<file path="src/rtl/alu_pkg.sv">
// Shared definitions for the ALU command sequencer: opcode encodings,
// default widths and the sequencer state type.
package alu_pkg;

  localparam int DATA_W_DEF = 16;
  localparam int RES_W_DEF  = 2 * DATA_W_DEF;

  localparam logic [3:0] OP_ADD  = 4'b0000;
  localparam logic [3:0] OP_SUB  = 4'b0001;
  localparam logic [3:0] OP_MUL  = 4'b0010;
  localparam logic [3:0] OP_INC  = 4'b0011;
  localparam logic [3:0] OP_DEC  = 4'b0100;
  localparam logic [3:0] OP_PASS = 4'b0101;
  localparam logic [3:0] OP_NOT  = 4'b0110;
  localparam logic [3:0] OP_AND  = 4'b0111;
  localparam logic [3:0] OP_OR   = 4'b1000;
  localparam logic [3:0] OP_XOR  = 4'b1001;
  localparam logic [3:0] OP_XNOR = 4'b1010;
  localparam logic [3:0] OP_NAND = 4'b1011;
  localparam logic [3:0] OP_NOR  = 4'b1100;
  localparam logic [3:0] OP_SHL  = 4'b1101;
  localparam logic [3:0] OP_SHR  = 4'b1110;
  localparam logic [3:0] OP_DIV  = 4'b1111;

  typedef enum logic [1:0] {
    IDLE  = 2'd0,
    ISSUE = 2'd1,
    RESP  = 2'd2
  } seq_state_e;

  // True for a divide whose divisor has already been found to be zero.
  function automatic logic is_div_zero(input logic [3:0] op, input logic b_is_zero);
    return (op == OP_DIV) && b_is_zero;
  endfunction

endpackage

</file>
<file path="src/rtl/alu_cmd_sequencer.sv">
// Command-side master for the combinational ALU: accept, hold operands for
// SETTLE_CYCLES, capture the result, return it. Optional divide-by-zero
// short-circuit is enabled by defining ALU_SEQ_DIVZERO_CHK_EN.
module alu_cmd_sequencer
  import alu_pkg::*;
#(
  parameter int DATA_W        = DATA_W_DEF,
  parameter int RES_W         = 2 * DATA_W,
  parameter int SETTLE_CYCLES = 1
) (
  input  logic              clk,
  input  logic              rst_n,
  input  logic              cmd_valid,
  output logic              cmd_ready,
  input  logic [3:0]        cmd_opcode,
  input  logic [DATA_W-1:0] cmd_a,
  input  logic [DATA_W-1:0] cmd_b,
  output logic              alu_en,
  output logic [3:0]        alu_opcode,
  output logic [DATA_W-1:0] alu_a,
  output logic [DATA_W-1:0] alu_b,
  input  logic [RES_W-1:0]  alu_result,
  output logic              rsp_valid,
  input  logic              rsp_ready,
  output logic [RES_W-1:0]  rsp_result,
  output logic [3:0]        rsp_opcode,
  output logic              rsp_err
);

  localparam logic [3:0] SETTLE_LAST = 4'(SETTLE_CYCLES - 1);

  seq_state_e        state_q, state_d;
  logic [3:0]        cnt_q, cnt_d;
  logic              cmd_ready_q, cmd_ready_d;
  logic              alu_en_q, alu_en_d;
  logic [3:0]        alu_op_q, alu_op_d;
  logic [DATA_W-1:0] alu_a_q, alu_a_d;
  logic [DATA_W-1:0] alu_b_q, alu_b_d;
  logic              rsp_valid_q, rsp_valid_d;
  logic [RES_W-1:0]  rsp_result_q, rsp_result_d;
  logic [3:0]        rsp_opcode_q, rsp_opcode_d;
  logic              rsp_err_q, rsp_err_d;
  logic              div_zero_s;

`ifdef ALU_SEQ_DIVZERO_CHK_EN
  assign div_zero_s = is_div_zero(cmd_opcode, (cmd_b == {DATA_W{1'b0}}));
`else
  assign div_zero_s = 1'b0;
`endif

  // Next-state and next-output logic; the ALU drive registers double as the
  // operand latch, so they are only loaded when an operation is issued.
  always_comb begin
    state_d      = state_q;
    cnt_d        = cnt_q;
    alu_en_d     = alu_en_q;
    alu_op_d     = alu_op_q;
    alu_a_d      = alu_a_q;
    alu_b_d      = alu_b_q;
    rsp_result_d = rsp_result_q;
    rsp_opcode_d = rsp_opcode_q;
    rsp_err_d    = rsp_err_q;

    case (state_q)
      IDLE: begin
        if (cmd_valid && cmd_ready_q) begin
          if (div_zero_s) begin
            state_d      = RESP;
            rsp_result_d = {RES_W{1'b0}};
            rsp_opcode_d = OP_DIV;
            rsp_err_d    = 1'b1;
          end else begin
            state_d  = ISSUE;
            cnt_d    = 4'd0;
            alu_en_d = 1'b1;
            alu_op_d = cmd_opcode;
            alu_a_d  = cmd_a;
            alu_b_d  = cmd_b;
          end
        end else begin
          state_d = IDLE;
        end
      end
      ISSUE: begin
        if (cnt_q == SETTLE_LAST) begin
          state_d      = RESP;
          cnt_d        = 4'd0;
          rsp_result_d = alu_result;
          rsp_opcode_d = alu_op_q;
          rsp_err_d    = 1'b0;
          alu_en_d     = 1'b0;
          alu_op_d     = 4'd0;
          alu_a_d      = {DATA_W{1'b0}};
          alu_b_d      = {DATA_W{1'b0}};
        end else begin
          cnt_d = cnt_q + 4'd1;
        end
      end
      RESP: begin
        if (rsp_ready) begin
          state_d = IDLE;
        end else begin
          state_d = RESP;
        end
      end
      default: begin
        state_d  = IDLE;
        cnt_d    = 4'd0;
        alu_en_d = 1'b0;
        alu_op_d = 4'd0;
        alu_a_d  = {DATA_W{1'b0}};
        alu_b_d  = {DATA_W{1'b0}};
      end
    endcase

    cmd_ready_d = (state_d == IDLE);
    rsp_valid_d = (state_d == RESP);
  end

  // State, counter and all output registers; reset aborts any operation.
  always_ff @(posedge clk or negedge rst_n) begin
    if (!rst_n) begin
      state_q      <= IDLE;
      cnt_q        <= 4'd0;
      cmd_ready_q  <= 1'b0;
      alu_en_q     <= 1'b0;
      alu_op_q     <= 4'd0;
      alu_a_q      <= {DATA_W{1'b0}};
      alu_b_q      <= {DATA_W{1'b0}};
      rsp_valid_q  <= 1'b0;
      rsp_result_q <= {RES_W{1'b0}};
      rsp_opcode_q <= 4'd0;
      rsp_err_q    <= 1'b0;
    end else begin
      state_q      <= state_d;
      cnt_q        <= cnt_d;
      cmd_ready_q  <= cmd_ready_d;
      alu_en_q     <= alu_en_d;
      alu_op_q     <= alu_op_d;
      alu_a_q      <= alu_a_d;
      alu_b_q      <= alu_b_d;
      rsp_valid_q  <= rsp_valid_d;
      rsp_result_q <= rsp_result_d;
      rsp_opcode_q <= rsp_opcode_d;
      rsp_err_q    <= rsp_err_d;
    end
  end

  assign cmd_ready  = cmd_ready_q;
  assign alu_en     = alu_en_q;
  assign alu_opcode = alu_op_q;
  assign alu_a      = alu_a_q;
  assign alu_b      = alu_b_q;
  assign rsp_valid  = rsp_valid_q;
  assign rsp_result = rsp_result_q;
  assign rsp_opcode = rsp_opcode_q;
  assign rsp_err    = rsp_err_q;

endmodule

</file>
<file path="config.mk">
export PLATFORM = sky130hd
export DESIGN_NAME = alu_cmd_sequencer
export DESIGN_NICKNAME = d
export VERILOG_FILES = /design/src/rtl/alu_pkg.sv /design/src/rtl/alu_cmd_sequencer.sv
export SDC_FILE = /design/constraint.sdc
export NUM_CORES = 1
export LEC_CHECK = 0
export CAP_MARGIN = 40
export CORE_UTILIZATION = 39
export CTS_CLUSTER_DIAMETER = 60
export DETAILED_ROUTE_END_ITERATION = 10
export GPL_TIMING_DRIVEN = 1
export PLACE_DENSITY = 0.74
export SETUP_SLACK_MARGIN = 0.15
export SLEW_MARGIN = 20
export SYNTH_ARGS = -nofsm -noshare
export SYNTH_HDL_FRONTEND = slang
export SYNTH_SLANG_ARGS = --single-unit
</file>
<file path="constraint.sdc">
create_clock -name clk -period 1.5 [get_ports clk]
set_input_delay 0.3 -clock clk [delete_from_list [all_inputs] [get_ports clk]]
set_output_delay 0.3 -clock clk [all_outputs]
set_load 0.02 [all_outputs]
</file>
==> results of run 1 <==
==> how the worst max path moves through the flow <==
stage,startpoint,endpoint,slack [ns],cells past startpoint
after floorplan,cnt_q[0]$_DFFE_PN0P_,rsp_result[13]$_DFFE_PN0P_,-0.03,7
after global placement,cmd_valid,cnt_q[0]$_DFFE_PN0P_,-0.1,5
after detailed placement,cmd_valid,alu_a[7]$_DFFE_PN0P_,-0.12,6
after CTS,cnt_q[0]$_DFFE_PN0P_,rsp_result[27]$_DFFE_PN0P_,-0.06,6
after global routing,cnt_q[0]$_DFFE_PN0P_,state_q[0]$_DFF_PN0_,-0.15,6
final,cnt_q[0]$_DFFE_PN0P_,rsp_result[27]$_DFFE_PN0P_,-0.07,6
==> routing by layer <==
| layer | GRT usage, % | part of all wire [%] |
|---|---|---|
| met1 | 24.5 | 44 |
| met2 | 32.1 | 51 |
| met3 | 3.88 | 4.9 |
| met4 | 4.07 | 0.51 |
| met5 | 0 | 0 |
==> synthesized netlist by cell type, drive strengths merged <==
master | count | area [sq um]
dfrtp | 81 | 2030
mux2 | 37 | 484
o2bb2ai | 36 | 315
mux2i | 29 | 290
buf | 13 | 98.8
a21oi | 9 | 45.0
and4b | 7 | 70.1
clkbuf | 5 | 18.8
o21ai | 4 | 20.0
inv | 3 | 11.3
nand2 | 3 | 13.8
nand2b | 3 | 18.8
nor2b | 3 | 26.3
a22o | 2 | 17.5
ha | 2 | 25.0
a21o | 1 | 7.51
and2b | 1 | 7.51
conb | 1 | 3.75
nand3 | 1 | 5.00
nand3b | 1 | 7.51
nor2 | 1 | 3.75
nor3b | 1 | 12.5
o21bai | 1 | 7.51
xnor2 | 1 | 8.76
==> registers in the layout, summed over array words and instances (netlist names) <==
signal and cells:
rsp_result 32, alu_a 16, alu_b 16, alu_opcode 4, cnt_q 4, rsp_opcode 4
state_q 2, alu_en 1, cmd_ready 1, rsp_valid 1
==> cell type report <==
cell class / instances / area share (%)
clock buffers: 11 / 2.50
clock inverters: 5 / 0.973
inverters: 3 / 0.199
multi-input cells: 144 / 28.4
flip-flops and latches: 81 / 35.9
well taps: 108 / 2.39
repair buffers: 182 / 29.7
==> what timing repair did <==
item                                   4_1_cts  5_1_grt
pin swaps                                    2        1
setup endpoints to repair                  150      131
endpoints found under the hold margin        0        3
gates cloned                                 2        0
hold buffers                                 0        1
resized for setup                          206       52
setup buffers                                0       10
==> per-stage QoR <==
step           setup WS, ns  cells  instance area [sq um]  power (uW)
2_1_floorplan       -0.0277    246                   3580        7330
3_3_place_gp        -0.0974    505                   5270        9960
3_5_place_dp         -0.125    505                   5270       10100
4_1_cts             -0.0650    523                   5730       11700
5_1_grt              -0.153    534                   5660       12300
6_report            -0.0687    534                   5660       11600
==> logic make-up (layout without fill, tap and decap cells) <==
group,after synthesis,after routing
compound gates,53,53
xor+xnor,1,1
fa+ha+maj,2,2
buf+inv,21,201
flops,81,81
mux,66,66
other cells,1,1
simple gates,21,21
==> power breakdown <==
| group | switching, uW | internal, uW | leakage, uW |
|---|---|---|---|
| clock | 766 | 811 | 0.0000953 |
| sequential | 693 | 3170 | 0.00101 |
| combinational | 3090 | 3100 | 0.00157 |
==> worst reg2reg max path, stage by stage, from the launching register on <==
cell and delay (ns):
dfrtp_1 0.39, inv_1 0.06, ha_2 0.17, nor3b_4 0.23
nand2_4 0.11, buf_12 0.18, mux2_4 0.31
==> cell usage in the layout, fill, tap and decap left out, types with 2 or more instances in the layout <==
cell / count
dfrtp_2: 2
mux2_2: 19
clkbuf_8: 10
clkinvlp_4: 2
and4b_1: 7
mux2i_1: 28
buf_2: 6
a21oi_1: 9
clkdlybuf4s50_1: 70
o21ai_0: 4
buf_12: 7
clkinv_2: 2
inv_1: 3
o2bb2ai_2: 16
o2bb2ai_1: 15
dfrtp_1: 79
o2bb2ai_4: 5
buf_6: 5
clkdlybuf4s15_1: 14
clkbuf_2: 34
nor2b_1: 2
buf_4: 23
nand2b_1: 3
nand2_1: 2
clkdlybuf4s15_2: 20
a22o_1: 2
mux2_4: 18
==> results.md, run 1 <==
* Status: finished with violations
* Failing checks: negative setup slack
* Power density over the cells at 2060 nW/um^2
* Antenna Violating Nets Remaining at 0
* Final Cycle Share at 105%
* Final setup vio count at 72
* N_diodes at 0
* Hold WC Path Type: reg -> reg
* Largest family of logic cells by synthesized area: multiplexers
* Yosys Warn Count at 0
* Worst EP required at 1.71 ns
* Leakage at 0.00267 uW
* Layout fillers at 695
* Placer Congestion at 0.719
* Post-route setup slack at -0.0687 ns
* Setup total negative slack at -1.94 ns
* CP max-delay cell: dfrtp_1
* CTS max path bufs at 2
* Total Routing Usage GR at 18.7%
* Delay-heaviest family, CP: flip-flops
* Reg-to-Reg End: rsp_result[27]$_DFFE_PN0P_
* Vias per inst at 5.03
* Die width at 97.4 um
* Crit. End Element: register
* GR Overflow Total at 0
* Total core area at 8760 sq um
* Crit path time final at 1.57 ns
* DRT Pass-1 Iters at 4
* TritonCTS clock tree: done
* R2r startpoint: cnt_q[0]$_DFFE_PN0P_
* Endpoint, Worst Hold: rsp_result[5]$_DFFE_PN0P_
* Final #Nets at 495
* Via count at 2684
* Fin. Hold Viols at 0
* Cell variety after synth at 29
* Clock Latency Late Sink at 0.33 ns
* Adder-Cell Fraction of Synth Area at 0.706%
* TritonCTS buffer count at 9
* Area Growth Syn to Fin at 59.6%
* Vias in the first global route at 2828
* PortBufs at 146
* Die area at 9480 sq um
* Crit-path max FO at 20
* Data arrival, critical path at 1.78 ns
* I/O pins at 148
* Crit-path cells: inv_1 -> ha_2 -> nor3b_4 -> nand2_4 -> buf_12 -> mux2_4
* Compound-gate portion of the synthesized area at 11.6%
* DP HPWL at 5810 um
* RSZ-0062 raised after global routing: yes
* Drt drc at 0
* Initial DRC Count at 72
* Num rows at 34
* Pins Over Slew Limit at 0
* CTS Root Cell: clkbuf_8
* Share of cells above drive strength 1 at 41.5%
* Hold Startpoint: rsp_result[5]$_DFFE_PN0P_
* First-pass GRT wire length at 14300 um
* Multi-input logic area at 1600 sq um
* R2R cell count at 6
* Mapped Nets at 320
* FF+latch area at 2030 sq um
* CTS Sinks at 81
* Largest net degree at the start of global routing at 82
* Post-synthesis cell count at 246
* WL final at 8660 um
* Startpoint class of the critical path: register
* Util after Layout at 64.6%
* Worst setup path class: reg -> reg
* CTS H-tree lvls at 3
* Starting Density at 40.5%
* Initial antenna violation count at 0
* Reg2reg setup slack at -0.07 ns
* Synth Area in Simple Gates at 4.66%
* Sequential area share after synthesis at 57.2%
* Mux cell area share after synthesis at 21.8%
* FMAX at 0.637 GHz
* Hold WS at 0.508 ns
* Clk_skew at 0.0117 ns
* Max-Cap Viols at 0
* Post-Syn Area at 3550 sq um
* Critical path buffers and inverters at 2
* DR WL/cell at 16.2 um
* Clk pin slew, worst setup/hold paths at 0.08 ns
* #FFs+latches synth at 81
* Critical path's largest stage delay at 0.39 ns
* Synth Area per Inst at 14.4 sq um
* Die height at 97.4 um
* Hold-critical path depth at 1
* Xor and xnor area share after synthesis at 0.247%
* Worst IR drop on VDD at 0.918 mV
(Power assumes the default switching activity.)
==> run 2: changes to the inputs <==
CORE_UTILIZATION = 35   (was 39)
PLACE_DENSITY = 0.67   (was 0.74)
==> results.md, run 2 (synthesis gave the netlist of run 1 again) <==
* I/O pins at 148 (unchanged)
* Starting Density at 36.3% (-4.2 points)
* DP HPWL at 5800 um (-0.12%)
* Initial antenna violation count at 0 (unchanged)
* R2R cell count at 6 (unchanged)
* DP Cell Count at 523 (+3.6%)
* Data arrival, critical path at 1.78 ns (about the same)
* Die area at 10500 sq um (+11%)
* Total Routing Usage GR at 16.3% (-2.4 points)
* CTS max path bufs at 2 (unchanged)
* PortBufs at 146 (unchanged)
* Final Cycle Share at 103% (-1.4 points)
* Most frequent cells in the layout: dfrtp_1 (80), clkdlybuf4s50_1 (70), clkbuf_2 (34)
* Area Growth Syn to Fin at 62.1%
* Final setup vio count at 62 (-14%)
* FMAX at 0.646 GHz (+1.4%)
* Pwr Total at 11700 uW (+0.81%)
* WL final at 9130 um (+5.4%)
* TritonCTS clock tree: done
* Hold WS at 0.396 ns (-0.112 ns)
* Final cell count without fillers at 558 (+4.5%)
* Num rows at 36 (+5.9%)
* Pins Over Slew Limit at 0 (unchanged)
* Total core area at 9770 sq um (+12%)
* Power density over the cells at 2040 nW/um^2 (-0.79%)
* Leakage at 0.00273 uW (+2.5%)
* Vias per inst at 4.83 (-3.9%)
* Share of cells above drive strength 1 at 47.8% (+6.2 points)
* Via count at 2696 (+0.45%)
* CTS H-tree lvls at 3 (unchanged)
* Vias in the first global route at 2672 (-5.5%)
* N_diodes at 0 (unchanged)
* Worst IR drop on VDD at 0.806 mV (-12%)
* Status: finished with violations
* Util after Layout at 58.8% (-5.7 points)
* Hold WC Path Type: in -> async
* Worst setup path class: reg -> reg
* DRT Pass-1 Iters at 5 (+1)
* CTS Root Cell: clkbuf_8
* Crit. End Element: register
* Drt drc at 0 (unchanged)
* R2r startpoint: cnt_q[0]$_DFFE_PN0P_
* CTS Sinks at 81 (unchanged)
* Initial DRC Count at 64 (-11%)
* RSZ-0062 raised after global routing: yes
* Reg-to-Reg End: rsp_result[17]$_DFFE_PN0P_
* Placer Congestion at 0.715 (-0.60%)
* Clk pin slew, worst setup/hold paths at 0.08 ns (about the same)
* GR Overflow Total at 0 (unchanged)
* Clock Latency Late Sink at 0.34 ns (about the same)
* Max reg flops at 32 (unchanged)
* Fin. Hold Viols at 0 (unchanged)
* Crit path time final at 1.55 ns (-0.0213 ns)
* Failing checks: negative setup slack
* Most common cell after layout, fill and taps aside: dfrtp_1
* TritonCTS buffer count at 9 (unchanged)
* Reg2reg setup slack at -0.05 ns (+0.02 ns)
* Die width at 103 um (+5.4%)
* Startpoint class of the critical path: register
* Die height at 103 um (+5.4%)
* Largest net degree at the start of global routing at 44 (-46%)
* Clk_skew at 0.00742 ns (-0.00432 ns)
* Max-Cap Viols at 0 (unchanged)
* Post-route setup slack at -0.0473 ns (+0.0213 ns)
* Worst EP required at 1.73 ns (+0.02 ns)
* Final #Nets at 495 (unchanged)
* Antenna Violating Nets Remaining at 0 (unchanged)
* Crit-path max FO at 32 (+60%)
* First-pass GRT wire length at 13200 um (-8.2%)
* DR WL/cell at 16.4 um (+0.90%)
==> run 2: changes by cell type in the layout (fill, tap and decap cells not counted), sizes merged <==
cell / change
clkinv: +1
dlygate4sd2: -1
buf: +20
clkbuf: +1
clkinvlp: -2
clkdlybuf4s15: -20
==> run 2: critical path, stage by stage, from the launching register on <==
cell	delay, ns
dfrtp_1	0.39
inv_1	0.06
ha_2	0.17
nor3b_4	0.20
nand2_2	0.10
buf_12	0.19
mux2_4	0.32
==> run 2: worst max-delay path by stage <==
stage                              start                          to  cells after the start
global placement               cmd_valid        alu_b[7]$_DFFE_PN0P_                      5
detailed placement             cmd_valid        alu_b[7]$_DFFE_PN0P_                      5
CTS                 cnt_q[0]$_DFFE_PN0P_   rsp_opcode[1]$_DFFE_PN0P_                      6
finish              cnt_q[0]$_DFFE_PN0P_  rsp_result[17]$_DFFE_PN0P_                      6
global route        cnt_q[0]$_DFFE_PN0P_   rsp_opcode[1]$_DFFE_PN0P_                      6
floorplan           cnt_q[0]$_DFFE_PN0P_  rsp_result[13]$_DFFE_PN0P_                      7
==> run 2: final cells by class <==
type                            instances  area, sq um
Fill cell                             840         4030
Sequential cell                        81         2030
Multi-Input combinational cell        144         1770
Timing Repair Buffer                  182         1600
Tap cell                              133          166
Clock buffer                           11          131
Clock inverter                          4         45.0
Inverter                                3         11.3
==> run 2: what timing repair did <==
action | 4_1_cts | 5_1_grt
hold buffers | 1 | 0
pin swaps | 3 | 6
endpoints found under the setup margin | 150 | 138
resized for setup | 220 | 99
endpoints found under the hold margin | 17 | 0
buffers inserted | 0 | 16
cloned | 2 | 1
==> run 2: report_power, final <==
part / switching (uW) / total [uW] / internal, uW
sequential: 691 / 3860 / 3170
clock: 743 / 1500 / 754
combinational: 3290 / 6370 / 3080
total: 4720 / 11700 / 7010
==> run 2: per-layer routing <==
layer / GRT usage (%) / vias up / part of all wire (%)
met3: 4.75 / 6 / 7.0
met2: 27.1 / 88 / 49
met5: 0 / - / 0
li1: - / 1262 / -
met1: 20.5 / 1340 / 43
met4: 5.27 / 0 / 0.82
==> run 2: metrics by stage <==
step	setup TNS, ns	instance area [sq um]	setup WS, ns
6_report	-1.76	5750	-0.0473
5_1_grt	-7.91	5750	-0.147
4_1_cts	-1.87	5620	-0.0580
3_5_place_dp	-5.64	5230	-0.167
3_3_place_gp	-3.31	5230	-0.119
2_1_floorplan	-0.653	3580	-0.0277
==> run 3: changes to the inputs <==
CORE_ASPECT_RATIO = 1.25   (was default)
DONT_BUFFER_PORTS = 1   (was default)
PLACE_DENSITY = 0.48   (was 0.67)
clock period = 1.2 ns   (was 1.5 ns; I/O delays follow)
==> results.md, run 3 (synthesis gave the netlist of run 1 again) <==
* Total core area at 9710 sq um (-0.67%)
* Most common cell after layout, fill and taps aside: dfrtp_2
* Drt drc at 0 (unchanged)
* Post-route setup slack at -0.327 ns (-0.280 ns)
* Final #Nets at 341 (-31%)
* DP HPWL at 5110 um (-12%)
* Pins Over Slew Limit at 0 (unchanged)
* TritonCTS buffer count at 9 (unchanged)
* Power density over the cells at 3110 nW/um^2 (+53%)
* Initial DRC Count at 44 (-31%)
* DP Cell Count at 377 (-28%)
* CP max-delay cell: dfrtp_1
* Antenna Violating Nets Remaining at 0 (unchanged)
* Data arrival, critical path at 1.75 ns (-0.03 ns)
* Worst EP required at 1.42 ns (-0.31 ns)
* I/O pins at 148 (unchanged)
* Total Routing Usage GR at 15.1% (-1.2 points)
* Vias per inst at 5.33 (+10%)
* CTS max path bufs at 2 (unchanged)
* TritonCTS clock tree: done
* Placer Congestion at 0.681 (-4.7%)
* R2R cell count at 6 (unchanged)
* Max reg flops at 32 (unchanged)
* Crit-path cells: inv_1 -> ha_2 -> nor3b_4 -> nand2_2 -> buf_12 -> mux2_4
* Die height at 115 um (+12%)
* CTS H-tree lvls at 3 (unchanged)
* Vias in the first global route at 2228 (-17%)
* Pwr Total at 14100 uW (+20%)
* DRT Pass-1 Iters at 4 (-1)
* N_diodes at 0 (unchanged)
* Critical path's largest stage delay at 0.37 ns (-0.02 ns)
* Fin. Hold Viols at 81 (+81)
* Area Growth Syn to Fin at 27.8%
* Leakage at 0.00201 uW (-26%)
* Worst setup path class: reg -> reg
* Startpoint class of the critical path: register
* Final cell count without fillers at 398 (-29%)
* GR Overflow Total at 0 (unchanged)
* Status: finished with violations
* Via count at 2122 (-21%)
* Final non-filler cell area at 4530 sq um (-21%)
* Die area at 10500 sq um (about the same)
* Util after Layout at 46.7% (-12 points)
* CTS Root Cell: clkbuf_16
* Crit path time final at 1.53 ns (-0.0204 ns)
* Largest net degree at the start of global routing at 82 (+86%)
* Clk pin slew, worst setup/hold paths at 0.07 ns (about the same)
* CTS Sinks at 81 (unchanged)
* Failing checks: negative hold slack, negative setup slack
* Hold WC Path Type: in -> async
* First-pass GRT wire length at 12200 um (-7.4%)
* PortBufs at 0 (-100%)
* DR WL/cell at 19.4 um (+19%)
* Hold WS at -0.404 ns (-0.800 ns)
* Most frequent cells in the layout: dfrtp_2 (71), mux2i_1 (29), o2bb2ai_2 (21)
* Crit. End Element: register
* Clk_skew at 0.00888 ns (+0.00145 ns)
* Crit-path max FO at 16 (-50%)
* Share of cells above drive strength 1 at 67.3% (+20 points)
* WL final at 7740 um (-15%)
* Final Cycle Share at 127% (+24 points)
* Starting Density at 36.5% (+0.24 points)
* Num rows at 40 (+11%)
* Clock Latency Late Sink at 0.34 ns (about the same)
* FMAX at 0.655 GHz (+1.3%)
* Max-Cap Viols at 0 (unchanged)
* Die width at 92.0 um (-10%)
* RSZ-0062 raised after global routing: yes
* Placed cell area at 3810 sq um (-27%)
* Initial antenna violation count at 0 (unchanged)
* Final setup vio count at 79 (+27%)
* Setup WS pre-CTS at -0.368 ns (-0.201 ns)
* Worst IR drop on VDD at 1.20 mV (+49%)
[run 3: cell types whose count changed in the layout (fill, tap and decap cells not counted), moves of 8 or more]
cell | previous run | this run
buf_4 | 24 | 12
clkbuf_8 | 9 | 0
clkdlybuf4s50_1 | 70 | 0
dfrtp_2 | 1 | 71
o2bb2ai_1 | 1 | 15
clkdlybuf4s15_2 | 13 | 0
o2bb2ai_4 | 11 | 0
buf_2 | 27 | 0
clkbuf_16 | 1 | 10
buf_6 | 0 | 8
dfrtp_1 | 80 | 10
clkbuf_2 | 34 | 0
[run 3: worst paths after layout]
path                                              end  slack (ns)                  start
setup reg to reg           rsp_result[26]$_DFFE_PN0P_       -0.33   cnt_q[0]$_DFFE_PN0P_
max in group asynchronous        alu_a[7]$_DFFE_PN0P_        1.45                  rst_n
setup / recovery           rsp_result[26]$_DFFE_PN0P_       -0.33   cnt_q[0]$_DFFE_PN0P_
hold reg to reg                 alu_a[12]$_DFFE_PN0P_        0.59  alu_a[12]$_DFFE_PN0P_
min in group clk           rsp_result[24]$_DFFE_PN0P_        0.04         alu_result[24]
hold / removal              rsp_result[0]$_DFFE_PN0P_       -0.40                  rst_n
[run 3: layout make-up]
cell class / count / area (sq um)
clock buffers: 10 / 229
clock inverters: 6 / 115
fillers: 886 / 5180
inverters: 3 / 11.3
multi-input cells: 144 / 1570
flip-flops and latches: 81 / 2120
well taps: 126 / 158
repair buffers: 28 / 338
[run 3: report_power, final]
part           total (uW)  switching (uW)  internal (uW)
logic                4270            1770           2490
registers            6680            2500           4190
clock network        3150            1110           2040
[run 3: metrics by stage]
stage               TNS (ns)  hold WS (ns)
global route          -30.75        -0.424
global placement      -23.43       -0.0530
CTS                   -22.33        -0.418
floorplan             -19.60       -0.0556
detailed placement    -24.93       -0.0524
finish                -22.64        -0.404
[run 3: critical path, delay by kind of cell, from the launching register on]
kind / cells / cell delay [ns]
buf+inv: 2 / 0.25
flops: 1 / 0.37
simple gates: 2 / 0.33
mux: 1 / 0.29
fa+ha+maj: 1 / 0.17
[run 3: timing repair]
item / CTS / global route
endpoints found under the hold margin: 81 / 81
setup endpoints to repair: 146 / 137
gates resized for setup: 96 / 18
setup buffers: 2 / 0
gates cloned: 2 / 1
pin swaps: 3 / 0
[run 3: metal layers]
layer  track usage (%)  vias up  part of all wire (%)
met5                 0        -                     0
met1              18.6     1089                    41
met2              24.1       70                    50
li1                  -      954                     -
met4              7.81        0                   1.7
met3              4.52        9                   6.4
